[config.mk]
export PLATFORM = sky130hd
export DESIGN_NAME = multicycle_control
export DESIGN_NICKNAME = d
export VERILOG_FILES = /design/src/rtl/multicycle_control.sv
export SDC_FILE = /design/constraint.sdc
export NUM_CORES = 1
export LEC_CHECK = 0
export CAP_MARGIN = 30
export CORE_MARGIN = 1
export CORE_UTILIZATION = 45
export DETAILED_ROUTE_END_ITERATION = 10
export PLACE_DENSITY = 0.85
export SYNTH_ARGS = -nofsm -noshare
export SYNTH_HDL_FRONTEND = slang
export SYNTH_SLANG_ARGS = --single-unit
[constraint.sdc]
create_clock -name clk -period 2.97 [get_ports clk]
set_input_delay 0.4455 -clock clk [delete_from_list [all_inputs] [get_ports clk]]
set_output_delay 0.4455 -clock clk [all_outputs]
set_load 0.02 [all_outputs]
[src/rtl/multicycle_control.sv]
// multicycle_control: multi-cycle control FSM for the RV32 subset datapath.
// Sequences FETCH/DECODE/EXEC/MEM/WB from the decoded opcode/funct3/funct7
// fields, drives the datapath enables, ALU op and memory handshake, and
// counts retired instructions.
// Optional feature macro: ILLEGAL_TRAP_EN. When it is defined, an
// unsupported instruction parks the FSM in TRAP until reset. When it is not
// defined, an unsupported instruction retires as a NOP.
module multicycle_control #(
  parameter int CNT_WIDTH = 32
) (
  input  logic                 clk,
  input  logic                 reset,
  input  logic [6:0]           opcode,
  input  logic [2:0]           funct3,
  input  logic [6:0]           funct7,
  input  logic                 alu_zero,
  input  logic                 mem_ready,
  output logic                 mem_req,
  output logic                 mem_we,
  output logic                 ir_write,
  output logic                 pc_write,
  output logic                 pc_sel,
  output logic                 reg_write,
  output logic                 wb_sel,
  output logic                 alu_src_b,
  output logic [3:0]           alu_op,
  output logic [2:0]           state,
  output logic                 trap,
  output logic [CNT_WIDTH-1:0] instret
);

  typedef enum logic [2:0] {
    S_FETCH  = 3'd0,
    S_DECODE = 3'd1,
    S_EXEC   = 3'd2,
    S_MEM    = 3'd3,
    S_WB     = 3'd4,
    S_TRAP   = 3'd5
  } state_t;

  typedef enum logic [3:0] {
    ALU_ADD = 4'd0,
    ALU_SUB = 4'd1,
    ALU_AND = 4'd2,
    ALU_OR  = 4'd3,
    ALU_XOR = 4'd4,
    ALU_SLL = 4'd5,
    ALU_SRL = 4'd6,
    ALU_SLT = 4'd7
  } alu_t;

  localparam logic [6:0] OP_R  = 7'b0110011;
  localparam logic [6:0] OP_I  = 7'b0010011;
  localparam logic [6:0] OP_LW = 7'b0000011;
  localparam logic [6:0] OP_SW = 7'b0100011;
  localparam logic [6:0] OP_BR = 7'b1100011;

  localparam logic [CNT_WIDTH-1:0] CNT_ONE = CNT_WIDTH'(1);

  state_t                fsm_state;
  logic [CNT_WIDTH-1:0]  instret_q;

  logic is_r, is_i, is_lw, is_sw, is_br;
  logic arith_ok;
  alu_t arith_op;
  logic exec_alu, exec_mem, exec_br;
  logic br_take;

  // Only funct7[5] (SUB select) carries meaning in this subset.
  logic unused_funct7;
  assign unused_funct7 = ^{funct7[6], funct7[4:0]};

  // Instruction classification and ALU function decode from the IR fields.
  always_comb begin
    // NOTE: every always_comb output gets a default first so no path leaves
    // it unassigned; a missing default would infer a latch.
    arith_ok = 1'b1;
    arith_op = ALU_ADD;
    is_r     = (opcode == OP_R);
    is_i     = (opcode == OP_I);
    is_lw    = (opcode == OP_LW);
    is_sw    = (opcode == OP_SW);
    is_br    = (opcode == OP_BR);
    case (funct3)
      3'b000:  arith_op = (is_r && funct7[5]) ? ALU_SUB : ALU_ADD;
      3'b111:  arith_op = ALU_AND;
      3'b110:  arith_op = ALU_OR;
      3'b100:  arith_op = ALU_XOR;
      3'b001:  arith_op = ALU_SLL;
      3'b101:  arith_op = ALU_SRL;
      3'b010:  arith_op = ALU_SLT;
      default: arith_ok = 1'b0;
    endcase
    exec_alu = (is_r || is_i) && arith_ok;
    exec_mem = (is_lw || is_sw) && (funct3 == 3'b010);
    exec_br  = is_br && ((funct3 == 3'b000) || (funct3 == 3'b001));
    br_take  = ((funct3 == 3'b000) && alu_zero) ||
               ((funct3 == 3'b001) && !alu_zero);
  end

  // Datapath strobes decoded from the current state and decode fields;
  // a cycle with reset asserted issues no strobe at all.
  always_comb begin
    mem_req   = 1'b0;
    mem_we    = 1'b0;
    ir_write  = 1'b0;
    pc_write  = 1'b0;
    pc_sel    = 1'b0;
    reg_write = 1'b0;
    wb_sel    = 1'b0;
    alu_src_b = 1'b0;
    alu_op    = ALU_ADD;
    if (!reset) begin
      case (fsm_state)
        S_FETCH: begin
          mem_req  = 1'b1;
          ir_write = mem_ready;
          pc_write = mem_ready;
        end
        S_EXEC: begin
          if (exec_alu) begin
            alu_src_b = is_i;
            alu_op    = arith_op;
          end else if (exec_mem) begin
            alu_src_b = 1'b1;
            alu_op    = ALU_ADD;
          end else if (exec_br) begin
            alu_op   = ALU_SUB;
            pc_write = br_take;
            pc_sel   = br_take;
          end
        end
        S_MEM: begin
          mem_req = 1'b1;
          mem_we  = is_sw;
        end
        S_WB: begin
          reg_write = 1'b1;
          wb_sel    = is_lw;
        end
        default: ;
      endcase
    end
  end

  // State sequencing and retired-instruction count.
  always_ff @(posedge clk) begin
    // NOTE: registered state uses non-blocking assignments so every flop
    // samples pre-edge values regardless of statement order.
    if (reset) begin
      fsm_state <= S_FETCH;
      instret_q <= '0;
    end else begin
      case (fsm_state)
        S_FETCH: if (mem_ready) fsm_state <= S_DECODE;
        S_DECODE: fsm_state <= S_EXEC;
        S_EXEC: begin
          if (exec_alu) begin
            fsm_state <= S_WB;
          end else if (exec_mem) begin
            fsm_state <= S_MEM;
          end else if (exec_br) begin
            fsm_state <= S_FETCH;
            instret_q <= instret_q + CNT_ONE;
          end else begin
`ifdef ILLEGAL_TRAP_EN
            fsm_state <= S_TRAP;
`else
            fsm_state <= S_FETCH;
            instret_q <= instret_q + CNT_ONE;
`endif
          end
        end
        S_MEM: begin
          if (mem_ready) begin
            if (is_sw) begin
              fsm_state <= S_FETCH;
              instret_q <= instret_q + CNT_ONE;
            end else begin
              fsm_state <= S_WB;
            end
          end
        end
        S_WB: begin
          fsm_state <= S_FETCH;
          instret_q <= instret_q + CNT_ONE;
        end
`ifdef ILLEGAL_TRAP_EN
        S_TRAP: fsm_state <= S_TRAP;
`endif
        default: fsm_state <= S_FETCH;
      endcase
    end
  end

  assign state   = fsm_state;
  assign instret = instret_q;

`ifdef ILLEGAL_TRAP_EN
  assign trap = (fsm_state == S_TRAP);
`else
  assign trap = 1'b0;
`endif

endmodule
==> impl_metrics.toml, run 1 <==
[layout]
area_growth_pct = 39.7
n_antenna_cell = 0
nets = 349
fillers = 370
drive_gt1_share_pct = 9.20

[worst_setup_path]
cp_max_fo = 7
worstSetupPathType = "in -> out"
path_cells = "clkdlybuf4s50_1 -> buf_4 -> nor4b_1 -> o21a_1 -> clkdlybuf4s50_1"
max_stage_delay_ns = 0.61
cp-start-kind = "primary input"
slowest_stage = "clkdlybuf4s50_1"
endpoint_kind = "output port"
arrival_ns = 2.42
cpMostUsedCell = "clkdlybuf4s50_1"
critPathTopFamily = "buffers and inverters"
timing.critical_path.buf_inv = 3
required_ns = 2.52

[sta]
rsz0062_at_grt = "no"
period_minus_slack_ns = 2.87
hold-worst-slack_ns = 0.502
fin_setup_tns_ns = 0
relSlewSlack_pct = 61.5
setup_viol_count_final = 0
fin_ws_ns = 0.101
clock.fmax_ghz = 0.349
final-max-slew-violation-count = 0
hold_viol_final = 0
finalClockSkew_ns = 0.00667
timing.final.crit_share_pct = 96.6
tightest_slew_ns = 0.569

[route]
first_iter_violations = 121
detail-route-antenna-nets = 0
drc = 0
drt_pre_antenna_iters = 4
vias = 2220
vias_per_cell = 5.90
wl_mm = 5.51
wl_per_cell_um = 14.7

[power]
swShare_pct = 24.3
clkPwrFrac_pct = 35.1
seq_power_share_pct = 52.7
p_comb_share_pct = 12.2
power_switching_uw = 218
powerDensity_mw_per_mm2 = 320
p_int_uw = 681
vdd_drop_max_mv = 0.252
fin_total_pwr_uw = 899
power.leakage_uw = 0.000914

[synthesis]
syn_area_per_cell_um2 = 7.72
ys_ff_latch = 35
async_reset_ff_share_pct = 0
ys_types = 43
yosysSeqAreaShare_pct = 34.8
synth_ff_type = "dfxtp_1"
yosysWarnings = 0
postSynthCellCount = 261
synth_edf_count = 0
synth_area_mm2 = 0.00201

[floorplan]
start_util_pct = 48.6
dieArea_mm2 = 0.00475
pin_count = 69
rows = 23
coreArea_mm2 = 0.00414
die_height_um = 68.9
die_w_um = 68.9

[job]
drv_cap = 0

[clock_tree]
cts.sinks = 35
cts-htree-levels = 2
cts_buffer_depth = 2
clk_latency_ns = 0.29
cts-root-buf = "clkbuf_8"
clk_pin_slew_ns = 0.06
numCtsBuffers = 5
holdBufCountCts = 0
cts_tree = "done"

[placed_design]
hpwl_mm = 4.02
port_buffers = 60
place_ws_ns = -0.349
globalplace.congestion = 0.820

[global_routing]
grt_pass1_vias = 2029
track_usage_pct = 25.1
grt_max_degree = 51
antenna_found_initial = 0
grt.overflow.total = 0
grt_pass1_wl_mm = 8.90

[hold_path]
hp-class = "reg -> reg"

[run_status]
status = "completed"
[worst min-delay path, stage by stage, from the launching register on]
cell and delay, ns:
dfxtp_1 0.32, o31ai_1 0.07, a21oi_1 0.06
[logic make-up (layout without fill, tap and decap cells)]
family	count (synthesis)	in the layout	share of synthesized area, %
xor gates and xnor gates	4	4	1.74
muxes	1	1	0.497
and+or+nand+nor	119	119	34.4
AOI/OAI and AO/OA	73	73	21.3
adders and majority gates	1	1	0.621
buffers and inverters	27	91	6.46
other	1	2	0.186
DFF	35	35	34.8
[registers in the layout, summed over array words and instances, names as in the netlist]
register and cells:
state 3, instret 32
[power by group through the flow]
| stage | clock network, uW | registers, uW | logic [uW] |
|---|---|---|---|
| final | 316 | 474 | 109 |
| after detailed placement | 0 | 485 | 108 |
| after global placement | 0 | 484 | 106 |
| after CTS | 321 | 474 | 107 |
| after global routing | 342 | 474 | 119 |
| after floorplan | 0 | 488 | 54.5 |
[path summary, 6_finish.rpt]
| path | from | end | slack [ns] | depth (start not counted) |
|---|---|---|---|---|
| setup / recovery | opcode[4] | alu_src_b | 0.10 | 5 |
| hold / removal | instret[31] | instret[31] | 0.50 | 2 |
| setup reg to reg | state[1] | instret[24] | 0.57 | 6 |
| hold reg to reg | instret[31] | instret[31] | 0.50 | 2 |
[repair_timing]
item / CTS / global route
endpoints found under the setup margin: 3 / 3
buffers inserted: 0 / 0
resized for setup: 7 / 6
[through the flow]
step           cells  instance area, um2  util [%]
3_3_place_gp     370                2730      65.8
6_report         376                2810      67.9
4_1_cts          376                2790      67.3
2_1_floorplan    262                2020         -
5_1_grt          376                2810      67.9
3_5_place_dp     370                2730      65.8
[area by class of cell]
cell class	instances	area [um2]	share of cell area, %
Clock buffer	6	72.6	2.58
Inverter	7	26.3	0.934
Multi-Input combinational cell	200	1200	42.8
Sequential cell	35	701	24.9
Tap cell	50	62.6	2.22
Timing Repair Buffer	78	748	26.6
[per-layer routing]
layer  wire (um)  vias up  global-route usage [%]
met2        2710       55                    44.7
met1        2480     1044                    29.7
li1            -     1115                       -
met5           0        -                       0
met4          58        0                    6.89
met3         267        6                    5.92
[layout by cell type (no fill, tap or decap), types with 3 or more instances in the layout]
| cell | count |
|---|---|
| clkdlybuf4s50_1 | 55 |
| nor4b_1 | 3 |
| buf_4 | 18 |
| and3_1 | 3 |
| nand3_1 | 16 |
| xor2_1 | 3 |
| inv_1 | 7 |
| a21oi_1 | 33 |
| or4_1 | 14 |
| clkbuf_8 | 5 |
| o21ai_0 | 17 |
| nor2_1 | 15 |
| or3_1 | 16 |
| o31ai_1 | 14 |
| nand4_1 | 11 |
| dfxtp_1 | 35 |
| nor3_1 | 8 |
| nand2_1 | 16 |
[Yosys cell counts (3+ instances only)]
master | n | area share, %
dfxtp_1 | 35 | 35
a21oi_1 | 33 | 8.2
o21ai_0 | 17 | 4.2
nand2_1 | 16 | 3.0
nand3_1 | 16 | 4.0
or3_1 | 16 | 5.0
nor2_1 | 15 | 2.8
or4_1 | 15 | 5.6
o31ai_1 | 14 | 5.2
clkbuf_1 | 12 | 2.2
nand4_1 | 11 | 3.4
nor3_1 | 8 | 2.0
inv_1 | 7 | 1.3
nor4b_1 | 5 | 2.2
and3_1 | 3 | 0.93
buf_4 | 3 | 1.1
xor2_1 | 3 | 1.3
Power figures use the tool's default switching activity.
==> inputs of run 2 (changes only) <==
==> constraint.sdc (replaced) <==
create_clock -name clk -period 2.97 [get_ports clk]
set_input_delay 0.297 -clock clk [delete_from_list [all_inputs] [get_ports clk]]
set_output_delay 0.297 -clock clk [all_outputs]
set_load 0.02 [all_outputs]
==> run 2 against run 1 <==
Final cell count shrank 0.53%. Critical path depth rose by 1. Combinational power barely moved. Global-route usage increased by 0.16 points. Via count is essentially flat. Largest cell class unchanged.
==> impl_metrics.toml, run 2 (synthesized netlist as in run 1, its figures left out) <==
[layout]
drive_gt1_share_pct = 7.72
nets = 346
mostFrequentLayoutCells = "clkdlybuf4s50_1, dfxtp_1, a21oi_1"
fillers = 386
layout_commonest_cell = "clkdlybuf4s50_1"
multiInputGateArea_mm2 = 0.00119
largest_register_ffs = 32
stdcell_count = 374
seq_area_um2 = 701
n_antenna_cell = 0
area_growth_pct = 38.4

[clock_tree]
cts_buffer_depth = 2
numCtsBuffers = 5
holdBufCountCts = 0
cts-root-buf = "clkbuf_8"
cts.sinks = 35
clk_pin_slew_ns = 0.07
clk_latency_ns = 0.28
cts_resized = 1
cts_tree = "done"
cts_setup_buffers = 0
cts-htree-levels = 2

[floorplan]
die_height_um = 68.9
dieArea_mm2 = 0.00475
coreArea_mm2 = 0.00414
rows = 23
die_w_um = 68.9
start_util_pct = 48.6
pin_count = 69

[sta]
finalClockSkew_ns = 0.00428
final-max-slew-violation-count = 0
clock.fmax_ghz = 0.360
rsz0062_at_grt = "no"
hold-worst-slack_ns = 0.493
tightest_slew_ns = 0.613
fin_setup_tns_ns = 0
period_minus_slack_ns = 2.78
relSlewSlack_pct = 58.6
hold_viol_final = 0
timing.final.crit_share_pct = 93.5
setup_viol_count_final = 0

[power]
clkPwrFrac_pct = 37.5
power_switching_uw = 225
seq_power_share_pct = 51.1
p_comb_share_pct = 11.4
p_int_uw = 703
power.leakage_uw = 0.000860
powerDensity_mw_per_mm2 = 333
vdd_drop_max_mv = 0.276
swShare_pct = 24.2

[worst_setup_path]
r2r_start = "state[0]"
startpoint = "opcode[4]"
cpMostUsedCell = "clkdlybuf4s50_1"
endpoint_kind = "output port"
critPathTopFamily = "simple AND/OR/NAND/NOR gates"
path_cells = "clkdlybuf4s50_1 -> nor4b_1 -> nand4_1 -> or4_1 -> nor2_1 -> clkdlybuf4s50_1"
reg2reg_depth = 6
r2r_slack_ns = 0.59
worstSetupPathType = "in -> out"
slowest_stage = "clkdlybuf4s50_1"
required_ns = 2.67
arrival_ns = 2.48
cp-start-kind = "primary input"
max_stage_delay_ns = 0.62
timing.rr.end = "instret[24]"
timing.critical_path.buf_inv = 2
cp_max_fo = 2

[route]
top_layer = "met4"
drt_pre_antenna_iters = 4
routed-wl-met3_um = 285
wl_met2_mm = 2.85
first_iter_violations = 158
drc = 0
vias_per_cell = 5.93
wl_mm = 5.61
wl_met1_mm = 2.39
vias = 2219
detail-route-antenna-nets = 0
wl_per_cell_um = 15.0

[placed_design]
port_buffers = 60
dp.cells = 367
hpwl_mm = 4.10
globalplace.congestion = 0.823

[global_routing]
grt_pass1_wl_mm = 9.00
grt.overflow.total = 0
grt_pass1_vias = 2018
track_usage_pct = 25.2
antenna_found_initial = 0
grt_max_degree = 51

[hold_path]
min_to = "instret[31]"
hp-class = "reg -> reg"
hold_depth = 2
min-delay-start = "instret[31]"

[job]
drv_cap = 0

[run_status]
status = "completed"
-- run 2: tightest hold or removal path: stages (launching register included) --
cell and delay [ns]:
dfxtp_1 0.32, o31ai_1 0.07, a21oi_1 0.06
-- run 2: per-stage QoR --
stage	total power (uW)	setup slack, ns	instance area, um2	util [%]
2_1_floorplan	542	0.319	2020	-
3_3_place_gp	588	-0.00959	2700	65.2
3_5_place_dp	591	-0.0336	2700	65.2
4_1_cts	930	0.206	2790	67.3
5_1_grt	962	0.0988	2790	67.3
6_report	928	0.193	2790	67.3
-- run 2: worst max-delay path by stage --
stage          endpoint  slack, ns  depth (start not counted)
3_3_place_gp   pc_write      -0.01                          7
4_1_cts          pc_sel       0.21                          6
3_5_place_dp   pc_write      -0.03                          7
2_1_floorplan    wb_sel       0.32                          3
5_1_grt          pc_sel        0.1                          6
6_report         pc_sel       0.19                          6
-- run 2: power by group through the flow --
stage	clock network [uW]	logic, uW	registers [uW]
6_report	348	106	474
5_1_grt	373	115	474
4_1_cts	351	105	474
3_5_place_dp	0	106	485
3_3_place_gp	0	103	484
2_1_floorplan	0	54.5	488
-- run 2: area by class of cell --
class	count	area share, %
Tap cell	50	2.24
Inverter	7	0.942
Sequential cell	35	25.1
Timing Repair Buffer	75	26.0
Clock inverter	1	0.179
Multi-Input combinational cell	200	42.6
Clock buffer	6	2.96
-- run 2: per-layer routing --
layer	vias to the layer above	GRT usage, %
met4	0	10.5
li1	1105	-
met3	8	5.26
met2	67	44.4
met1	1039	29.4
met5	-	0
